[config.mk]
export PLATFORM = sky130hd
export DESIGN_NAME = tlp_tx_arbiter
export DESIGN_NICKNAME = d
export VERILOG_FILES = /design/src/rtl/tlp_pkg.sv /design/src/rtl/rr_pick.sv /design/src/rtl/tlp_tx_arbiter.sv
export SDC_FILE = /design/constraint.sdc
export NUM_CORES = 1
export LEC_CHECK = 0
export CAP_MARGIN = 20
export CORE_MARGIN = 5
export CORE_UTILIZATION = 33
export CTS_CLUSTER_SIZE = 24
export DETAILED_ROUTE_END_ITERATION = 8
export PLACE_DENSITY = 0.79
export SETUP_SLACK_MARGIN = 0.1
export SYNTH_ARGS = -nofsm -noshare
export SYNTH_HDL_FRONTEND = slang
export SYNTH_SLANG_ARGS = --single-unit
[constraint.sdc]
create_clock -name pcieClk_in -period 2.25 [get_ports pcieClk_in]
set_input_delay 0.225 -clock pcieClk_in [delete_from_list [all_inputs] [get_ports pcieClk_in]]
set_output_delay 0.225 -clock pcieClk_in [all_outputs]
set_load 0.01 [all_outputs]
[src/rtl/tlp_pkg.sv]
// Shared types and helpers for the TLP transmit path: beat payload, channel limits,
// and the round-robin index helper used by the pickers.
package tlp_pkg;

    localparam int unsigned TLP_BEAT_W = 64;
    localparam int unsigned MAX_CHAN   = 8;

    typedef struct packed {
        logic [TLP_BEAT_W-1:0] data;
        logic                  sop;
        logic                  eop;
    } tlp_beat_t;

    // Channel visited at search offset 'off' past the round-robin pointer.
    function automatic int unsigned rr_index(input int unsigned ptr,
                                             input int unsigned off,
                                             input int unsigned n);
        return (ptr + off) % n;
    endfunction

endpackage

[src/rtl/rr_pick.sv]
// Combinational round-robin picker: first request strictly after ptr_i (wrapping),
// returned both as index and one-hot, with a found flag.
module rr_pick
    import tlp_pkg::*;
#(
    parameter  int unsigned N  = 4,
    localparam int unsigned IW = $clog2(N)
) (
    input  logic [N-1:0]  req_i,
    input  logic [IW-1:0] ptr_i,
    output logic [N-1:0]  gnt_o,
    output logic [IW-1:0] idx_o,
    output logic          found_o
);

    logic [IW-1:0] cand;

    always_comb begin
        found_o = 1'b0;
        idx_o   = '0;
        cand    = '0;
        for (int unsigned k = 1; k <= N; k++) begin
            cand = IW'(rr_index(32'(ptr_i), k, N));
            if (!found_o && req_i[cand]) begin
                found_o = 1'b1;
                idx_o   = cand;
            end
        end
        gnt_o = found_o ? (N'(1) << idx_o) : '0;
    end

endmodule

[src/rtl/tlp_tx_arbiter.sv]
// Packet-aware round-robin merge of NUM_CHAN TLP streams onto one registered tx pipe.
// Optional per-channel packet / orphan-drop counters under TLP_TX_ARBITER_STATS_EN.
module tlp_tx_arbiter
    import tlp_pkg::*;
#(
    parameter  int unsigned NUM_CHAN   = 4,
    parameter  int unsigned DATA_WIDTH = 64,
    localparam int unsigned CW         = $clog2(NUM_CHAN)
) (
    input  logic                           pcieClk_in,
    input  logic                           reset_in,
    input  logic [NUM_CHAN*DATA_WIDTH-1:0] chanData_in,
    input  logic [NUM_CHAN-1:0]            chanSOP_in,
    input  logic [NUM_CHAN-1:0]            chanEOP_in,
    input  logic [NUM_CHAN-1:0]            chanValid_in,
    output logic [NUM_CHAN-1:0]            chanReady_out,
    output logic [DATA_WIDTH-1:0]          txData_out,
    output logic                           txSOP_out,
    output logic                           txEOP_out,
    output logic                           txValid_out,
    input  logic                           txReady_in,
    output logic [CW-1:0]                  curChan_out,
    output logic                           orphanErr_out
`ifdef TLP_TX_ARBITER_STATS_EN
    ,
    output logic [NUM_CHAN*16-1:0]         pktCount_out,
    output logic [15:0]                    dropCount_out
`endif
);

    typedef enum logic {S_IDLE, S_PASS} state_e;

    state_e                state_q;
    logic [CW-1:0]         rr_ptr_q, lock_q, cur_q;
    logic [DATA_WIDTH-1:0] data_q;
    logic                  valid_q, sop_q, eop_q, orphan_q;

    logic                  advance, found, xfer;
    logic [NUM_CHAN-1:0]   pick_gnt, orphan, ready;
    logic [CW-1:0]         pick_idx, gnt_idx;
    logic [DATA_WIDTH-1:0] gnt_data;
    logic                  gnt_sop, gnt_eop;

    rr_pick #(.N(NUM_CHAN)) u_pick (
        .req_i   (chanValid_in & chanSOP_in),
        .ptr_i   (rr_ptr_q),
        .gnt_o   (pick_gnt),
        .idx_o   (pick_idx),
        .found_o (found)
    );

    // Grant/ready: locked channel while passing a packet, else SOP winner plus orphan sink.
    always_comb begin
        advance = !valid_q || txReady_in;
        gnt_idx = (state_q == S_PASS) ? lock_q : pick_idx;
        orphan  = '0;
        ready   = '0;
        if (advance) begin
            if (state_q == S_PASS) begin
                ready[lock_q] = 1'b1;
            end else begin
                orphan = chanValid_in & ~chanSOP_in;
                ready  = pick_gnt | orphan;
            end
        end
        gnt_data = '0;
        gnt_sop  = 1'b0;
        gnt_eop  = 1'b0;
        for (int i = 0; i < int'(NUM_CHAN); i++) begin
            if (CW'(i) == gnt_idx) begin
                gnt_data = chanData_in[i*DATA_WIDTH +: DATA_WIDTH];
                gnt_sop  = chanSOP_in[i];
                gnt_eop  = chanEOP_in[i];
            end
        end
        xfer = advance && chanValid_in[gnt_idx] && ((state_q == S_PASS) || found);
    end

    always_ff @(posedge pcieClk_in) begin
        if (reset_in) begin
            state_q  <= S_IDLE;
            rr_ptr_q <= CW'(NUM_CHAN - 1);
            lock_q   <= '0;
            cur_q    <= '0;
            data_q   <= '0;
            valid_q  <= 1'b0;
            sop_q    <= 1'b0;
            eop_q    <= 1'b0;
            orphan_q <= 1'b0;
        end else begin
            if (advance) begin
                valid_q <= xfer;
                if (xfer) begin
                    data_q <= gnt_data;
                    sop_q  <= gnt_sop;
                    eop_q  <= gnt_eop;
                    cur_q  <= gnt_idx;
                end
            end
            if (|orphan) orphan_q <= 1'b1;
            case (state_q)
                S_IDLE: begin
                    if (xfer) begin
                        rr_ptr_q <= gnt_idx;
                        if (!gnt_eop) begin
                            state_q <= S_PASS;
                            lock_q  <= gnt_idx;
                        end
                    end
                end
                S_PASS: begin
                    if (xfer && gnt_eop) state_q <= S_IDLE;
                end
                default: state_q <= S_IDLE;
            endcase
        end
    end

    assign chanReady_out = ready;
    assign txData_out    = data_q;
    assign txSOP_out     = sop_q;
    assign txEOP_out     = eop_q;
    assign txValid_out   = valid_q;
    assign curChan_out   = cur_q;
    assign orphanErr_out = orphan_q;

`ifdef TLP_TX_ARBITER_STATS_EN
    logic [15:0] pkt_cnt_q [NUM_CHAN];
    logic [15:0] drop_cnt_q, drop_cnt_d;
    logic [4:0]  drop_sum;

    // Drop counter saturates; several orphans can be discarded in one cycle.
    always_comb begin
        drop_sum = '0;
        for (int i = 0; i < int'(NUM_CHAN); i++) drop_sum = drop_sum + 5'(orphan[i]);
        drop_cnt_d = ((17'(drop_cnt_q) + 17'(drop_sum)) > 17'h0FFFF)
                   ? 16'hFFFF : (drop_cnt_q + 16'(drop_sum));
    end

    always_ff @(posedge pcieClk_in) begin
        if (reset_in) begin
            for (int i = 0; i < int'(NUM_CHAN); i++) pkt_cnt_q[i] <= '0;
            drop_cnt_q <= '0;
        end else begin
            for (int i = 0; i < int'(NUM_CHAN); i++) begin
                if (xfer && gnt_eop && (gnt_idx == CW'(i))) pkt_cnt_q[i] <= pkt_cnt_q[i] + 16'd1;
            end
            drop_cnt_q <= drop_cnt_d;
        end
    end

    for (genvar g = 0; g < int'(NUM_CHAN); g++) begin : g_pkt
        assign pktCount_out[g*16 +: 16] = pkt_cnt_q[g];
    end
    assign dropCount_out = drop_cnt_q;
`endif

endmodule

Word-level counts from Yosys, hierarchy flattened
Cells that the tools add are included.
{"block": "classes", "addsub": 4, "n_lt_le_gt_ge": 7, "n_eq_ne": 3, "shifts": 1, "n_mux": 42, "bitwise_logic": 6, "n_reduce_logical": 18}
{"operator": "$mux 64", "n": 4}
{"operator": "$mux 1", "n": 21}
{"operator": "$mux 4", "n": 5}
{"operator": "$lt 2x3->1 const B", "n": 6}
{"operator": "$bmux 1 s2", "n": 5}
{"operator": "$mux 2", "n": 5}
{"operator": "$and 4x4->4", "n": 2}
{"operator": "$logic_and 1x1->1", "n": 7}
{"operator": "$add 2x1->2 const B", "n": 2}
{"operator": "$add 2x2->2 const B", "n": 2}
{"operator": "$eq 2x2->1 const A", "n": 2}
{"operator": "$logic_not 1->1", "n": 4}
{"operator": "$not 4->4", "n": 1}
{"operator": "$or 4x4->4", "n": 1}
{"operator": "$reduce_and 2->1", "n": 2}
{"operator": "$reduce_or 4->1", "n": 1}
{"operator": "$shl 1x2->4 const A", "n": 1}
{"operator": "$reduce_and 3->1", "n": 1}
{"operator": "$demux 1 s2", "n": 1}
{"operator": "$eq 1x2->1 const A", "n": 1}
{"operator": "$ge 2x1->1 const B", "n": 1}
{"operator": "$logic_not 2->1", "n": 1}
{"operator": "$logic_or 1x1->1", "n": 2}
{"operator": "$not 1->1", "n": 2}
{"operator": "$pmux 1 s2", "n": 1}
{"block": "totals", "reg_bits": 75, "output_inout_bits": 74}

Logic depth before layout (Yosys ltp)
{"block": "depth", "ltp_word": 22, "depth_mapped": 11, "mapped_depth_nobuf": 7}

Cells and area by module
Synthesis repeated with hierarchy kept, for this count alone.
{"block": "hier_totals", "hier_cells": 491, "hier_area_um2": 4957.3}
{"mod": "tlp_tx_arbiter", "n_inst": 1, "cells_per_inst": 457, "area_per_inst_um2": 4734.5, "seq_area_each_um2": 1501.4}
{"mod": "rr_pick", "n_inst": 1, "cells_per_inst": 34, "area_per_inst_um2": 222.7, "seq_area_each_um2": 0.0}

Worst setup path before layout
Ideal clock, no wire load.
{"block": "synth_timing", "path_type": "register to register", "from": "register rr_ptr_q[1]", "to": "register lock_q[1]", "t_arrival_ns": 2.018, "path_slack_ns": 0.094, "path_stages_with_launch": 10, "n_path_buf": 2, "path_cell_list": "dfxtp_1 buf_2 and3_1 o311ai_1 a21oi_1 or3_1 o22a_1 buf_6 o311ai_1 o41ai_2"}
{"block": "synth_between", "elab_chain_cells": 21}
{"element": "start, declared", "line_no": "tlp_tx_arbiter.sv:34", "rtl": "logic [CW-1:0] rr_ptr_q, lock_q, cur_q;"}
{"element": "start signal, assigned", "line_no": "tlp_tx_arbiter.sv:82", "rtl": "rr_ptr_q <= CW'(NUM_CHAN - 1);"}
{"element": "start signal, assigned", "line_no": "tlp_tx_arbiter.sv:104", "rtl": "rr_ptr_q <= gnt_idx;"}
{"element": "$add 2x1->2", "line_no": "tlp_pkg.sv:18", "rtl": "return (ptr + off) % n;"}
{"element": "$bmux 1 s2", "line_no": "rr_pick.sv:24", "rtl": "if (!found_o && req_i[cand]) begin"}
{"element": "$mux 1 (not written as such)", "line_no": "rr_pick.sv:24"}
{"element": "$mux 1", "line_no": "rr_pick.sv:24"}
{"element": "$logic_not 1->1", "line_no": "rr_pick.sv:24"}
{"element": "$logic_and 1x1->1", "line_no": "rr_pick.sv:24"}
{"element": "$mux 1", "line_no": "rr_pick.sv:24"}
{"element": "$logic_not 1->1", "line_no": "rr_pick.sv:24"}
{"element": "[2 not listed]"}
{"element": "$logic_not 1->1", "line_no": "rr_pick.sv:24"}
{"element": "$logic_and 1x1->1", "line_no": "rr_pick.sv:24"}
{"element": "$mux 2", "line_no": "rr_pick.sv:24"}
{"element": "$mux 2", "line_no": "tlp_tx_arbiter.sv:55", "rtl": "gnt_idx = (state_q == S_PASS) ? lock_q : pick_idx;"}
{"element": "$logic_not 2->1", "line_no": "tlp_tx_arbiter.sv:70", "rtl": "if (CW'(i) == gnt_idx) begin"}
{"element": "$mux 1 (4 in a row)", "line_no": "tlp_tx_arbiter.sv:70"}
{"element": "$not 1->1 (no source line)"}
{"element": "$reduce_and 3->1 (no source line)"}
{"element": "end signal, assigned", "line_no": "tlp_tx_arbiter.sv:107", "rtl": "lock_q <= gnt_idx;"}
{"element": "end, declared", "line_no": "tlp_tx_arbiter.sv:34"}
Parallel ways exist; a longest one is shown, timed or not. The select of a mux whose other input is x is not followed.
A chain may end at the register's enable or synchronous reset.

Worst setup path after layout
{"block": "layout_timing", "from": "register rr_ptr_q[1]", "to": "register data_q[42] (netlist: txData_out[42])"}
{"block": "layout_between", "elab_chain_cells": 19}
{"element": "$add 2x1->2", "line_no": "tlp_pkg.sv:18"}
{"element": "$bmux 1 s2", "line_no": "rr_pick.sv:24"}
{"element": "$mux 1 (not written as such)", "line_no": "rr_pick.sv:24"}
{"element": "$mux 1", "line_no": "rr_pick.sv:24"}
{"element": "$logic_not 1->1", "line_no": "rr_pick.sv:24"}
{"element": "$logic_and 1x1->1", "line_no": "rr_pick.sv:24"}
{"element": "$mux 1", "line_no": "rr_pick.sv:24"}
{"element": "$logic_not 1->1", "line_no": "rr_pick.sv:24"}
{"element": "[2 not listed]"}
{"element": "$logic_not 1->1", "line_no": "rr_pick.sv:24"}
{"element": "$logic_and 1x1->1", "line_no": "rr_pick.sv:24"}
{"element": "$mux 2", "line_no": "rr_pick.sv:24"}
{"element": "$mux 2", "line_no": "tlp_tx_arbiter.sv:55"}
{"element": "$logic_not 2->1 or $bmux 1 s2 (tied branches)", "line_no": "tlp_tx_arbiter.sv:70, tlp_tx_arbiter.sv:76"}
{"element": "$mux 64 or $mux 1 (tied branches)", "line_no": "tlp_tx_arbiter.sv:70, tlp_tx_arbiter.sv:76"}
{"element": "$mux 64 or $logic_and 1x1->1 (tied branches) (2 in a row)", "line_no": "tlp_tx_arbiter.sv:70, tlp_tx_arbiter.sv:76"}
{"element": "$mux 64 or $reduce_and 2->1 (tied branches)"}
{"element": "end signal, assigned", "line_no": "tlp_tx_arbiter.sv:94", "rtl": "data_q <= gnt_data;"}
{"element": "end, declared", "line_no": "tlp_tx_arbiter.sv:35", "rtl": "logic [DATA_WIDTH-1:0] data_q;"}
Parallel ways exist; a longest one is shown, timed or not. The select of a mux whose other input is x is not followed.

==> flow_metrics.py <==
metrics = {
    "yosys": {
        "post_synth_inst_count": 604,
        "synth_async_sr_flop_share": 0,
        "netlist_area_um2": 5029,
        "post_synth.cell_area_avg_um2": 8.325,
        "post_synth_main_area_contributors": "sky130_fd_sc_hd__dfxtp_1 30%, sky130_fd_sc_hd__mux2_2 15%, sky130_fd_sc_hd__mux2i_1 14%, sky130_fd_sc_hd__nand2_1 10%, sky130_fd_sc_hd__o211ai_1 10%",
        "synthesis.yosys.warnings": 0,
        "share_of_the_synthesized_area_in_the_top_cell_type": 0.2986,
        "synth_fp_nets": 875,
        "yosysTopAreaCell": "sky130_fd_sc_hd__dfxtp_1",
        "synth_ff_type": "sky130_fd_sc_hd__dfxtp_1",
        "synth.yosys.seq_area_share": 0.2986,
        "yosys.cell_types.count": 42,
        "register_bit_total_from_synthesis": 75,
        "number_of_flops_mapped_to_enable_cells_by_yosys": 0,
    },
    "critical_path": {
        "critical_path.reg2reg.endpoint": "txData_out[42]",
        "cp.required_ns": 2.45,
        "worst-path-max-fanout": 25,
        "cp_cell_sequence": "and3b_1 -> o311ai_2 -> buf_4 -> o31ai_4 -> buf_6 -> mux2i_4 -> buf_4 -> o22ai_4 -> buf_12 -> buf_16 -> o211ai_1 -> a21oi_1",
        "most_frequent_cell_on_the_critical_path": "sky130_fd_sc_hd__buf_4",
        "cp-start-kind": "flip-flop",
        "crit_slowest_cell": "sky130_fd_sc_hd__dfxtp_4",
        "worst_r2r_path_depth": 12,
        "regToRegStartpoint": "rr_ptr_q[1]",
        "criticalPathCategory": "flip-flop to flip-flop",
        "worstPathArrival_ns": 2.61,
        "cp_peak_stage_delay_ns": 0.37,
        "setup.worst_path.end_class": "flip-flop",
        "reg2reg_setup_slack_ns": -0.17,
    },
    "die": {
        "floorplan.die.height_um": 133.4,
        "design.core.area_um2": 15090,
        "boundaryPins": 345,
        "die_w_um": 133.4,
        "die_area_um2": 17810,
        "initial_utilization": 0.3333,
        "floorplan.rows": 45,
    },
    "timing": {
        "max_slew.worst_pin.slew_ns": 0.5056,
        "final_max_slew_viol_count": 0,
        "max_freq_mhz": 413.8,
        "fin_crit_sh": 1.074,
        "finalHoldViolations": 0,
        "finalSetupViolations": 72,
        "relSlewSlack": 0.6629,
        "clock_tree_skew_after_final_layout_ns": 0.007212,
        "rsz0062_at_grt": "yes",
        "post-route-min-period_ns": 2.416,
        "finalWorstSetupSlack_ns": -0.1664,
        "holdWs_ns": 0.2880,
    },
    "power_and_ir_drop": {
        "combPwrFrac": 0.607,
        "switchingPower_mw": 3.078,
        "seqPwrFrac": 0.208,
        "power_report.internal_total_mw": 5.859,
        "power.leakage_nw": 4.138,
        "swShare": 0.3444,
        "clock_power_share": 0.185,
        "ir_drop_mv": 0.4455,
        "total_power_density_per_cell_area_nw_per_um2": 885.4,
    },
    "placement": {
        "dp.final_hpwl_um": 14980,
        "placement.io_buffers": 344,
        "dp_area_um2": 9006,
        "finalWeightedCongestion": 0.8503,
    },
    "clock_network": {
        "insertion_delay_ns": 0.34,
        "cts-htree-levels": 3,
        "cts_sinks": 75,
        "cts-root-to-sink-buffers": 2,
        "cts_buffers": 9,
        "cts_root_buf": "sky130_fd_sc_hd__clkbuf_16",
        "clock_tree_from_tritoncts": "yes",
        "cts.hold.buffers_added": 0,
        "clkTransAtPathRegs_ns": 0.06,
    },
    "outcome": {
        "outcome": "finished, violations left",
        "violations_in_the_final_reports": "setup timing",
    },
    "finish": {
        "layout_commonest_cell": "sky130_fd_sc_hd__clkdlybuf4s50_1",
        "register_area_um2": 1506,
        "area.growth.synth_to_final_pct": 100.7,
        "most-common-layout-cells": "331 x sky130_fd_sc_hd__clkdlybuf4s50_1, 134 x sky130_fd_sc_hd__nand2_1, 73 x sky130_fd_sc_hd__dfxtp_1, 69 x sky130_fd_sc_hd__a21oi_1, 67 x sky130_fd_sc_hd__o211ai_1",
        "multiInputGateArea_um2": 3497,
        "layout.filler_cells": 1235,
        "final_cell_area_um2": 10090,
        "net_count_of_the_finished_layout": 1264,
        "drive_gt1_frac": 0.2066,
    },
    "min_path": {
        "worst_hold_path_endpoint": "rr_ptr_q[0]",
        "hold_path_class": "primary input to flip-flop",
        "timing.hold.worst.start": "reset_in",
        "min_path_cells": 3,
    },
    "route": {
        "total_number_of_vias": 6048,
        "postRouteAntennaNets": 0,
        "vias_per_cell": 5.099,
        "detailedRoute.firstPassIterationCount": 4,
        "initialDrtViolationCount": 271,
        "route.final.wire_length_um": 20850,
        "routedWlPerCell_um": 17.58,
        "drt_drc_violations_left": 0,
    },
    "flow_run": {
        "max_cap_check_violation_count": 0,
    },
    "global_route": {
        "grt_start_max_net_pins": 62,
        "grt_pass1_wl_um": 30760,
        "gr-usage-all-layers": 0.2106,
        "total_overflow_reported_by_the_global_router": 0,
        "via_count_of_the_first_global_routing_pass": 6111,
        "grt_antenna_before_repair": 1,
    },
}
-- synth_stat cells, drive strengths merged, types with 2 or more instances --
| library cell | count |
|---|---|
| nor2b | 2 |
| or3 | 2 |
| nand2 | 140 |
| o41ai | 2 |
| o21ai | 6 |
| mux2i | 70 |
| and2 | 2 |
| o22ai | 2 |
| nor3 | 2 |
| nand2b | 5 |
| a22o | 3 |
| o31ai | 2 |
| mux2 | 65 |
| inv | 4 |
| a31oi | 2 |
| o311ai | 5 |
| nor2 | 4 |
| nand4b | 2 |
| a21oi | 74 |
| buf | 23 |
| clkbuf | 31 |
| o211ai | 67 |
| dfxtp | 75 |
| nand3 | 2 |
-- cell families after synthesis --
| logic type | after synthesis | share of synthesized area |
|---|---|---|
| AOI/OAI and AO/OA | 171 | 0.2234 |
| and+or+nand+nor | 165 | 0.1356 |
| muxes | 135 | 0.2849 |
| DFF | 75 | 0.2986 |
| buffers and inverters | 58 | 0.05748 |
-- area by class of cell --
type | count | area share
antenna | 1 | 0.0002479
inverter | 4 | 0.001487
clock inverter | 6 | 0.01041
tap | 188 | 0.02330
timing repair buffer | 432 | 0.4466
multi-input combinational | 471 | 0.3464
clock buffer | 9 | 0.02231
sequential | 75 | 0.1492
-- sequential cells by signal, indices dropped and copies added (netlist names) --
name / flops
state_q: 1
rr_ptr_q: 2
txValid_out: 1
txEOP_out: 1
txData_out: 64
lock_q: 2
orphanErr_out: 1
txSOP_out: 1
curChan_out: 2
-- power by group through the flow --
stage / clock [mW] / sequential (mW) / combinational [mW]
2_1_floorplan: 0 / 2.01 / 2.33
3_3_place_gp: 0 / 1.86 / 4.38
4_1_cts: 1.69 / 1.86 / 4.78
3_5_place_dp: 0 / 1.88 / 4.42
5_1_grt: 1.75 / 1.90 / 5.81
6_report: 1.65 / 1.86 / 5.43
-- critical path: cells and delay by family (launching register included) --
kind,cells,cell delay [ns]
AOI/OAI and AO/OA,5,0.57
DFF,1,0.37
buffers and inverters,5,0.81
muxes,1,0.27
and+or+nand+nor,1,0.23
-- layer usage --
layer  global-route usage  up-vias  wire (um)
met4              0.06400        0        377
met5                    0        -          0
met2               0.3812      248      10680
met1               0.2344     2790       7991
met3              0.06873       29       1799
li1                     -     2981          -
-- how the worst max path moves through the flow --
stage,cells after the start,startpoint,slack [ns],to
6_report,12,rr_ptr_q[1],-0.17,txData_out[42]
5_1_grt,12,rr_ptr_q[1],-0.22,txData_out[43]
4_1_cts,11,rr_ptr_q[1],-0.13,rr_ptr_q[1]
3_5_place_dp,7,chanValid_in[3],-0.67,chanReady_out[1]
3_3_place_gp,10,chanValid_in[0],-0.63,txData_out[7]
2_1_floorplan,9,rr_ptr_q[1],0.10,lock_q[1]
-- stage by stage --
stage               setup TNS, ns  setup slack [ns]  utilization  power, mW  std cells
floorplan                       0            0.1046            -      4.333        604
global placement           -42.28           -0.6323       0.5968      6.246       1137
detailed placement         -45.23           -0.6661       0.5968      6.298       1137
CTS                        -6.135           -0.1319       0.6363      8.332       1162
global route               -13.47           -0.2246       0.6690      9.464       1186
finish                     -8.699           -0.1664       0.6690      8.938       1186
-- timing repair --
action,in CTS,in global routing
setup endpoints to repair,78,77
buffers inserted,7,17
gates resized for setup,50,41
pin swaps,12,42
cloned,3,6
No activity file was read; power rests on OpenSTA's default activity.
